--- config.mk ---
export PLATFORM = sky130hd
export DESIGN_NAME = crc16_rx_check
export DESIGN_NICKNAME = d
export VERILOG_FILES = /design/src/rtl/crc16_rx_check.sv
export SDC_FILE = /design/constraint.sdc
export NUM_CORES = 1
export LEC_CHECK = 0
export BUFFER_PORTS_ARGS = -buffer_cell sky130_fd_sc_hd__clkbuf_2
export CORE_ASPECT_RATIO = 2
export CORE_MARGIN = 4
export CORE_UTILIZATION = 40
export DETAILED_ROUTE_END_ITERATION = 12
export PLACE_DENSITY = 0.65
export SYNTH_ARGS = -nofsm -noshare
export SYNTH_HDL_FRONTEND = slang
export SYNTH_SLANG_ARGS = --single-unit
--- constraint.sdc ---
create_clock -name clk -period 2.51 [get_ports clk]
set_input_delay 0.251 -clock clk [delete_from_list [all_inputs] [get_ports clk]]
set_output_delay 0.251 -clock clk [all_outputs]
set_load 0.01 [all_outputs]
--- src/rtl/crc16_rx_check.sv ---
// Receive-side CRC-16/X-25 checker: strips the trailing 16 CRC bits from a serial
// frame, forwards the payload and reports a per-frame verdict with saturating counters.

module crc16_sat_cnt #(
    parameter int W = 8
) (
    input  logic         clk,
    input  logic         rst_n,
    input  logic         inc,
    output logic [W-1:0] cnt
);
    always_ff @(posedge clk or negedge rst_n) begin
        if (!rst_n)
            cnt <= '0;
        else if (inc && (cnt != {W{1'b1}}))
            cnt <= cnt + 1'b1;
    end
endmodule

module crc16_rx_check #(
    parameter logic [15:0] INIT  = 16'hFFFF,
    parameter int          CNT_W = 8
) (
    input  logic             clk,
    input  logic             rst_n,
    input  logic             data_in,
    input  logic             data_in_valid,
    output logic             data_out,
    output logic             data_out_valid,
    output logic             frame_done,
    output logic             crc_ok,
    output logic             crc_err,
    output logic             short_frame,
    output logic [CNT_W-1:0] ok_cnt,
    output logic [CNT_W-1:0] err_cnt
);
    localparam logic [15:0] POLY = 16'h8408;
    localparam logic [4:0]  FULL = 5'd16;

    typedef enum logic {IDLE, RECV} state_t;

    state_t      state_q, state_d;
    logic [15:0] dl_q;
    logic [15:0] lfsr_q;
    logic [4:0]  fill_q;
    logic        accept, end_cyc;
    logic        full, fb, match;
    logic [15:0] lfsr_step;

    always_ff @(posedge clk or negedge rst_n) begin
        if (!rst_n)
            state_q <= IDLE;
        else
            state_q <= state_d;
    end

    always_comb begin
        state_d = state_q;
        accept  = 1'b0;
        end_cyc = 1'b0;
        case (state_q)
            IDLE: begin
                if (data_in_valid) begin
                    accept  = 1'b1;
                    state_d = RECV;
                end
            end
            RECV: begin
                if (data_in_valid) begin
                    accept = 1'b1;
                end else begin
                    end_cyc = 1'b1;
                    state_d = IDLE;
                end
            end
            default: state_d = IDLE;
        endcase
    end

    // Once the delay line holds 16 bits, the bit falling out of dl[0] can no longer
    // be part of the CRC field, so it is payload: feed it to the LFSR and forward it.
    assign full      = (fill_q == FULL);
    assign fb        = lfsr_q[0] ^ dl_q[0];
    assign lfsr_step = {1'b0, lfsr_q[15:1]} ^ (fb ? POLY : 16'h0000);
    // The CRC goes out inverted and LSB first, so dl[k] lines up with ~lfsr[k].
    assign match     = full && (dl_q == ~lfsr_q);

    always_ff @(posedge clk or negedge rst_n) begin
        if (!rst_n) begin
            dl_q           <= '0;
            lfsr_q         <= INIT;
            fill_q         <= '0;
            data_out       <= 1'b0;
            data_out_valid <= 1'b0;
            frame_done     <= 1'b0;
            crc_ok         <= 1'b0;
            crc_err        <= 1'b0;
            short_frame    <= 1'b0;
        end else begin
            data_out       <= 1'b0;
            data_out_valid <= 1'b0;
            frame_done     <= 1'b0;
            crc_ok         <= 1'b0;
            crc_err        <= 1'b0;
            short_frame    <= 1'b0;
            if (accept) begin
                dl_q <= {data_in, dl_q[15:1]};
                if (!full) begin
                    fill_q <= fill_q + 1'b1;
                end else begin
                    lfsr_q         <= lfsr_step;
                    data_out       <= dl_q[0];
                    data_out_valid <= 1'b1;
                end
            end else if (end_cyc) begin
                frame_done  <= 1'b1;
                short_frame <= !full;
                crc_ok      <= match;
                crc_err     <= !match;
                lfsr_q      <= INIT;
                fill_q      <= '0;
                dl_q        <= '0;
            end
        end
    end

    crc16_sat_cnt #(.W(CNT_W)) u_ok_cnt (
        .clk   (clk),
        .rst_n (rst_n),
        .inc   (end_cyc && match),
        .cnt   (ok_cnt)
    );

    crc16_sat_cnt #(.W(CNT_W)) u_err_cnt (
        .clk   (clk),
        .rst_n (rst_n),
        .inc   (end_cyc && !match),
        .cnt   (err_cnt)
    );
endmodule

======== Yosys cells after proc, flatten, opt, wreduce, memory -nomap -nowiden ========
Cells that the tools add are included.
word-level totals
  flip-flop bits (word level) ............. 60
  bits in writable memories ............... 0
  input port bits ......................... 4
  bits in latches ......................... 0
  bits in read-only memories .............. 0
  memories ................................ 0
operators by class
  divide/modulo/power cells ............... 0
  bitwise logic cells ..................... 3
  add/subtract/negate cells ............... 3
  reductions and logical operators ........ 10
  shift operators ......................... 0
  multiply operators ...................... 0
  mux-type cells .......................... 24
  equal/unequal tests ..................... 6
  order comparisons ....................... 0
operators with widths
  operator                                                          number
  16-bit two-way mux                                                6
  8-bit by 1-bit adder with 8-bit output (second input constant)    2
  16-bit == test                                                    1
  8-bit != test (second input constant)                             2
  16-bit inverter                                                   1
  15-bit by 16-bit bitwise XOR with 16-bit output                   1
  1-bit two-way mux                                                 15
  5-bit two-way mux                                                 3
  5-bit by 1-bit adder with 5-bit output (second input constant)    1
  5-bit == test (second input constant)                             1
  1-bit logical AND                                                 5
  2-bit AND reduction                                               2
  1-bit zero test                                                   2
  2-bit by 1-bit != test with 1-bit output (second input constant)  1
  2-bit != test (second input constant)                             1
  2-bit nonzero test                                                1
  1-bit bitwise XOR                                                 1

======== Longest topological paths before layout ========
Gate-level depths: netlist (run 1).
  depth in word-level cells ............... 6
  mapped depth ............................ 9

======== By module ========
From an unflattened synthesis (run 1), not the netlist that was laid out.
unflattened totals
  cells, all modules ...................... 267
  area total of the unflattened synthesis .. 2817.7 um^2
by module, submodules not included
  module          cells an instance  times used  area an instance (um^2)
  crc16_rx_check  199                1           2001.9
  crc16_sat_cnt   34                 2           407.9

======== Worst setup path after synthesis (run 1) ========
No wires, ideal clock.
  path type ............................... reg-to-reg
  from .................................... reg fill_q[0]
  to ...................................... reg u_ok_cnt.cnt[1]
  path slack .............................. 284 ps
  clock period less this slack ............ 2226 ps
  cell stages (with the launch flop) ...... 9
  arrival time ............................ 2101 ps
  data required time ...................... 2385 ps
  setup time .............................. 125 ps
  cell sequence ........................... dfrtp_1 inv_1 ha_1 and4bb_4 nand3_2 or2_1 buf_6 or4_4 mux2_4
on the way
  word-level cells in the longest chain between the ends .. 4
RTL lines
  element                   RTL line  source
  start: declaration        45        logic [4:0] fill_q;
  start signal: assignment  109       fill_q <= fill_q + 1'b1;
  5-bit == test             82        assign full = (fill_q == FULL);
  1-bit logical AND         86        assign match = full && (dl_q == ~lfsr_q);
  1-bit logical AND         130       .inc (end_cyc && match),
  1-bit logical AND         15        else if (inc && (cnt != {W{1'b1}}))
  end signal: assignment    16        cnt <= cnt + 1'b1;
  end: declaration          10        output logic [W-1:0] cnt
Every way passes these cells.
A chain may end at the register's enable or synchronous reset.

======== Worst setup path in the final report (run 1) ========
Ends and elaborated chain as after synthesis.

==> impl_metrics.csv, run 1 <==
group,metric,value,unit
status,status,"completed",
drt,vias_per_cell,5.364,
timing,slew_headroom,55.79,%
clock_tree,cts_root_buf,"clkbuf_16",
synth,synth-async-reset-ratio,100.0,%
placement,hpwl,5091,µm
clock_tree,postCtsResizedCells,0,
timing,hold_viol,0,
global_route,grt_max_degree,45,
synth,synth_top_flop_cell,"dfrtp_1",
die,core.rowCount,43,
layout,layout.nets,332,
pwr,worst_ir_drop_vdd,0.3218,mV
timing,maxSlewViolCount,0,
placement,dp.cells,402,
worst_setup_path,critPathMaxFanout,7,
timing,setup_viol_count_final,0,
synth,synth_commonest_cells,"48 x nand2_1, 44 x dfrtp_1, 27 x o21ai_0, 18 x nand2b_1, 18 x xnor2_1",
timing,timing.fmax,0.4321,GHz
die,die_h,129.0,µm
placement,gp_congestion,0.7828,
global_route,overflow,0,
timing,finalClockSkew,6.681,ps
clock_tree,cts_buffers,9,
clock_tree,cts_setup_buffers,0,
worst_setup_path,cp-start-kind,"flop",
layout,diodes,0,
pwr,p_sw,0.0006699,W
worst_setup_path,endpoint_kind,"flop",
drt,wl,6882,µm
drt,avgRoutedWirePerCell,16.46,µm
synth,synth_nets,302,
global_route,antenna_found_initial,0,
pwr,p_int,0.001905,W
timing,worstMarginPinSlew,663.1,ps
drt,drt-pass1-iter-count,4,
clock_tree,insertion_delay,330,ps
drt,detail_route.iter0.violations,158,
synth,yosys.area.top_type_share,37.57,%
synth,ys_types,41,
die,start_util,41.58,%
synth,syn_avg_cell_area,9.967,µm²
placement,port_buffers,25,
min_path,worstHoldStart,"data_in",
pwr,p_leak,1.533,nW
drt,num_vias,2242,
drt,final_antenna_net_count,0,
placement,dp_slack,206.8,ps
worst_setup_path,cp.required,2720,ps
timing,rsz0062_at_grt,"no",
clock_tree,cts.clk_slew.worst_paths,50,ps
layout,drive_above_1_share,23.17,%
job,drv_cap,0,
synth,synth-edff-count,0,
synth,synth_cells,294,
layout,fin_cells,418,
clock_tree,cts_tree,"yes",
die,dieArea,0.008842,mm²
synth,syn_area,0.002930,mm²
pwr,p_comb_share,12.1,%
global_route,grt_usage,17.93,%
worst_setup_path,startpoint,"fill_q[0]",
synth,synth_area_leaders,"dfrtp_1 38%, dfstp_2 14%, nand2_1 6.1%",
clock_tree,htree_num_levels,3,
worst_setup_path,reg2reg_from,"fill_q[0]",
timing,tns,0,ps
die,pin_count,26,
synth,synth_top_area_cell,"dfrtp_1",
die,coreArea,0.007048,mm²
synth,ys_seq_area_share,51.92,%
synth,ys_warn_count,0,
pwr,swShare,26.02,%
timing,fin_crit,2314,ps
timing,setup_slack,195.8,ps
pwr,power_density,745.6,mW/mm²
global_route,grt_first_pass_wirelength,11670,µm
worst_setup_path,cp.arrival,2520,ps
clock_tree,cts_buffer_depth,2,
layout,syn2layout_area_growth,17.85,%
synth,synth.most_common_cell,"nand2_1",
die,die_w,68.52,µm
pwr,power_frac_seq,43.8,%
synth,ys_seq_elements,60,
worst_setup_path,critical_path_class,"flop to flop",
pwr,finalPower,0.002575,W
clock_tree,postCtsHoldBufs,1,
timing,period_share,92.20,%
drt,drc_errors,0,
clock_tree,clock_sink_count,60,
min_path,hold_class,"input pin to flop",
global_route,first_global_vias,2403,
pwr,clkPwrFrac,44.1,%
layout,n_fill_cell,653,
stage by stage:
step                      hold WS, ps  area (µm²)  util (%)
after floorplan                -44.59        2930         -
after global placement          307.8        3163     44.88
after detailed placement        311.2        3163     44.88
after CTS                       137.3        3453     49.00
after global routing            180.1        3453     49.00
final                           137.2        3453     49.00
flip-flops by register name (all words and copies together) (netlist names):
| name | flops |
|---|---|
| dl_q | 16 |
| short_frame | 1 |
| frame_done | 1 |
| data_out_valid | 1 |
| crc_ok | 1 |
| u_err_cnt.cnt | 8 |
| u_ok_cnt.cnt | 8 |
| lfsr_q | 16 |
| state_q | 1 |
| data_out | 1 |
| fill_q | 5 |
| crc_err | 1 |
cells in the final DEF (no fill, tap or decap), types with 2 or more instances in the layout:
| master | synthesis | routed |
|---|---|---|
| a2111oi_0 | 2 | 2 |
| a211oi_1 | 2 | 2 |
| a21oi_1 | 4 | 4 |
| and3_1 | 8 | 8 |
| buf_4 | 0 | 8 |
| clkbuf_16 | 0 | 9 |
| clkbuf_2 | 0 | 25 |
| clkbuf_8 | 0 | 3 |
| clkinv_2 | 0 | 2 |
| dfrtp_1 | 44 | 44 |
| dfstp_2 | 16 | 16 |
| ha_1 | 4 | 4 |
| inv_1 | 3 | 3 |
| mux2_2 | 4 | 4 |
| mux2i_1 | 2 | 2 |
| nand2_1 | 48 | 48 |
| nand2b_1 | 18 | 18 |
| nand3_1 | 14 | 14 |
| nand3_2 | 2 | 2 |
| nand4_1 | 9 | 9 |
| nor2_1 | 14 | 14 |
| nor3_1 | 5 | 5 |
| nor4_1 | 5 | 5 |
| nor4_2 | 2 | 2 |
| o211ai_1 | 2 | 2 |
| o21ai_0 | 27 | 27 |
| xnor2_1 | 18 | 18 |
| xor2_1 | 11 | 11 |
worst max-delay path: stages, from the launching register on:
cell	delay (ps)
dfrtp_1	420
inv_1	90
ha_1	170
and4bb_4	270
nand3_2	80
or2_1	300
or4_4	560
mux2_4	310
power by group through the flow:
| stage | Sequential (W) | Clock, W | Combinational, W |
|---|---|---|---|
| 6_report | 0.00113 | 0.00114 | 0.000312 |
| 5_1_grt | 0.00114 | 0.00121 | 0.000344 |
| 4_1_cts | 0.00113 | 0.00116 | 0.000317 |
| 3_5_place_dp | 0.00114 | 0 | 0.000313 |
| 3_3_place_gp | 0.00114 | 0 | 0.000309 |
| 2_1_floorplan | 0.00114 | 0 | 0.000174 |
routing by layer:
metal  track usage (%)  share of wire, %
met5                 0                 0
met4             11.72               4.9
met3             3.903               3.2
met2             31.49                55
met1             18.06                36
cell type report:
class | instances | area (µm²) | share of cell area (%)
clock buffers | 13 | 270.3 | 7.826
clock inverters | 2 | 10.01 | 0.2899
inverters | 4 | 15.01 | 0.4348
multi-input cells | 215 | 1329 | 38.48
flip-flops and latches | 60 | 1521 | 44.06
well taps | 90 | 112.6 | 3.261
repair buffers | 34 | 195.2 | 5.652
worst paths after layout:
| path | cells past startpoint | slack [ps] | to |
|---|---|---|---|
| max | 7 | 200 | u_ok_cnt.cnt[1] |
| min | 3 | 140 | dl_q[15] |
| max reg2reg | 7 | 200 | u_ok_cnt.cnt[1] |
| min reg2reg | 2 | 500 | lfsr_q[4] |
| max in group asynchronous | 3 | 1260 | lfsr_q[3] |
| min in group asynchronous | 2 | 480 | dl_q[4] |
cells by family after synthesis:
logic type                 share of synthesized area, %
AOI/OAI and AO/OA                                 8.711
buffers and inverters                             2.732
and+or+nand+nor                                   23.53
adders and majority gates                         1.708
muxes                                             2.732
DFF                                               51.92
xor gates and xnor gates                          8.668
Power figures use the tool's default switching activity.
==> inputs of run 2 (changes only) <==
ABC_AREA = 1   (was unset)
CORE_UTILIZATION = 47   (was 40)
PLACE_DENSITY = 0.73   (was 0.65)
==> impl_metrics.csv, run 2 <==
group,metric,value,unit
timing,fin_crit,1979,ps
job,drv_cap,0,
die,die_h,124.5,µm
worst_setup_path,cp.depth,8,
pwr,p_int,0.002120,W
synth,synth.most_common_cell,"nand2_1",
worst_setup_path,cpPeakStageDelay,390,ps
worst_setup_path,slowest_stage,"dfrtp_1",
synth,syn_avg_cell_area,8.034,µm²
timing,tns,0,ps
worst_setup_path,path_buf_inv,2,
timing,period_share,78.86,%
placement,gp_congestion,0.9411,
min_path,hold_class,"input pin to flop",
placement,hpwl,5490,µm
drt,vias_per_cell,5.192,
worst_setup_path,reg2reg_from,"fill_q[0]",
pwr,clkPwrFrac,49.1,%
synth,synth_top_flop_cell,"dfrtp_1",
synth,synth-async-reset-ratio,100.0,%
timing,timing.fmax,0.5052,GHz
worst_setup_path,critPathMaxFanout,13,
synth,synthAdderAreaFrac,1.569,%
clock_tree,insertion_delay,330,ps
timing,worstMarginPinSlew,411.1,ps
worst_setup_path,cp_top_family,"simple AND/OR/NAND/NOR gates",
global_route,grt-busiest-layer,"met2",
layout,syn2layout_area_growth,17.22,%
drt,num_vias,2705,
pwr,finalPower,0.002827,W
synth,synthXorXnorAreaFrac,2.197,%
global_route,use_met1,20.91,%
clock_tree,cts_buffer_depth,2,
layout,fin_area,0.003739,mm²
global_route,grt_first_pass_wirelength,12390,µm
die,start_util,48.17,%
drt,detail_route.iter0.violations,101,
pwr,p_leak,1.954,nW
worst_setup_path,cp.required,2760,ps
clock_tree,clock_sink_count,60,
placement,placed_cell_area,0.003396,mm²
layout,drive_above_1_share,22.17,%
synth,yosys.area.top_type_share,34.52,%
drt,avgRoutedWirePerCell,14.23,µm
synth,synth_top_family_by_area,"simple AND/OR/NAND/NOR gates",
synth,synth_commonest_cells,"124 x nand2_1, 48 x inv_1, 44 x dfrtp_1, 23 x nor2_1, 18 x o22ai_1",
synth,synth_nets,405,
worst_setup_path,crit_end,"lfsr_q[8]",
layout,layout_common_cells,"124 x nand2_1, 48 x inv_1, 44 x dfrtp_1",
timing,finalClockSkew,2.943,ps
clock_tree,cts.clk_slew.worst_paths,50,ps
status,status,"completed",
synth,synth_top_area_cell,"dfrtp_1",
synth,synth_compound_area_share,8.631,%
synth,ys_seq_elements,60,
drt,wl,7412,µm
worst_setup_path,r2r_setup_slack,530,ps
pwr,worst_ir_drop_vdd,0.5033,mV
die,die_w,66.25,µm
pwr,power_frac_seq,39.1,%
drt,final_antenna_net_count,0,
worst_setup_path,startpoint,"fill_q[0]",
layout,top_regs,"dl_q: 16 flops, lfsr_q: 16 flops",
synth,synth_cells,397,
synth,syn_area,0.003189,mm²
pwr,p_sw,0.0007068,W
drt,drc_errors,0,
drt,drt-pass1-iter-count,4,
die,pin_count,26,
die,coreArea,0.006621,mm²
synth,ys_types,31,
global_route,grt_max_degree,32,
worst_setup_path,critical_path_class,"flop to flop",
worst_setup_path,cp-start-kind,"flop",
global_route,grt_usage,19.87,%
layout,mostFrequentLayoutCell,"nand2_1",
clock_tree,cts_root_buf,"clkbuf_16",
clock_tree,htree_num_levels,3,
global_route,met2_usage,35.03,%
synth,synth_area_leaders,"dfrtp_1 35%, nand2_1 15%, dfstp_2 13%",
pwr,power_density,756.2,mW/mm²
global_route,first_global_vias,2623,
pwr,p_comb_share,11.7,%
timing,hold_viol,0,
placement,port_buffers,25,
clock_tree,cts_tree,"yes",
pwr,swShare,25.00,%
synth,ys_seq_area_share,47.70,%
synth,synth_mux_area_share,0,%
global_route,overflow,0,
die,core.rowCount,42,
die,dieArea,0.008248,mm²
clock_tree,cts_buffers,9,
synth,synth-edff-count,0,
timing,setup_viol_count_final,0,
timing,rsz0062_at_grt,"no",
worst_setup_path,endpoint_kind,"flop",
synth,ys_warn_count,0,
global_route,use_met3,5.596,%
worst_setup_path,worstPathCellList,"inv_1, ha_1, nand2_2, nor2_4, nand2_1, nand2_1, inv_1, a22oi_1",
layout,diodes,0,
layout,layout.nets,436,
timing,slew_headroom,72.53,%
synth,synth-simple-area-share,31.35,%
worst_setup_path,worstRegToRegCells,8,
global_route,antenna_found_initial,0,
clock_tree,cts_setup_buffers,0,
worst_setup_path,r2r-end,"lfsr_q[8]",
timing,maxSlewViolCount,0,
worst_setup_path,cp.arrival,2230,ps
## run 2: changes by cell type after synthesis, sizes merged, moves of 5 or more
cell,before,now
and3,8,0
clkbuf,13,5
nand4,9,16
mux2,5,0
inv,3,60
nand2b,18,0
a22oi,0,6
xnor2,18,0
nand2,48,131
o22ai,0,18
nor4,7,0
o21ai,27,17
nor2,14,36
## run 2: cells by family (layout without fill, tap and decap cells)
logic type,after synthesis,count (layout)
simple gates,209,209
buf+inv,69,105
xor+xnor,8,8
fa+ha+maj,4,4
flops,60,60
compound gates,47,47
## run 2: cell type report
class | instances | area [µm²]
multi-input cells | 268 | 1395
clock inverters | 5 | 100.1
fillers | 648 | 2883
inverters | 61 | 229.0
flip-flops and latches | 60 | 1521
well taps | 88 | 110.1
repair buffers | 28 | 150.1
clock buffers | 11 | 232.7
## run 2: worst min-delay path by stage
stage / cells past startpoint / from / slack (ps) / end
floorplan: 0 / rst_n / -40 / crc_err
global placement: 2 / rst_n / 300 / dl_q[2]
detailed placement: 2 / rst_n / 290 / dl_q[3]
CTS: 3 / data_in / 120 / dl_q[15]
global route: 3 / data_in / 160 / dl_q[15]
finish: 3 / data_in / 130 / dl_q[15]
## run 2: repair_timing
action | 4_1_cts | 5_1_grt
endpoints found under the hold margin | 44 | 0
endpoints found under the setup margin | 0 | 0
resized for setup | 0 | 0
hold buffers | 1 | 0
## run 2: per-stage QoR
step | worst slack (ps) | instances | utilization, % | hold WS, ps
5_1_grt | 333.9 | 521 | 56.46 | 159.9
6_report | 530.7 | 521 | 56.46 | 131.8
2_1_floorplan | 982.8 | 397 | - | -44.59
3_3_place_gp | 670.1 | 504 | 51.29 | 300.1
4_1_cts | 535.3 | 521 | 56.46 | 122.5
3_5_place_dp | 540.4 | 504 | 51.29 | 293.4
## run 2: power by group through the flow
stage                     clock network, W  registers [W]  logic, W
after floorplan                          0        0.00112  0.000211
after global placement                   0        0.00112  0.000320
after detailed placement                 0        0.00112  0.000332
after CTS                          0.00141        0.00111  0.000335
after global routing               0.00146        0.00112  0.000374
final                              0.00139        0.00111  0.000331
## run 2: worst register-to-register path: stages, from the launching register on
cell	delay, ps
dfrtp_1	390
inv_1	100
ha_1	160
nand2_2	80
nor2_4	140
nand2_1	270
nand2_1	380
inv_1	190
a22oi_1	200
## run 2: metal layers
metal / up-vias / share of wire (%)
met5: - / 0
met4: 0 / 2.0
met3: 13 / 3.8
met2: 65 / 55
met1: 1291 / 39
li1: 1336 / -
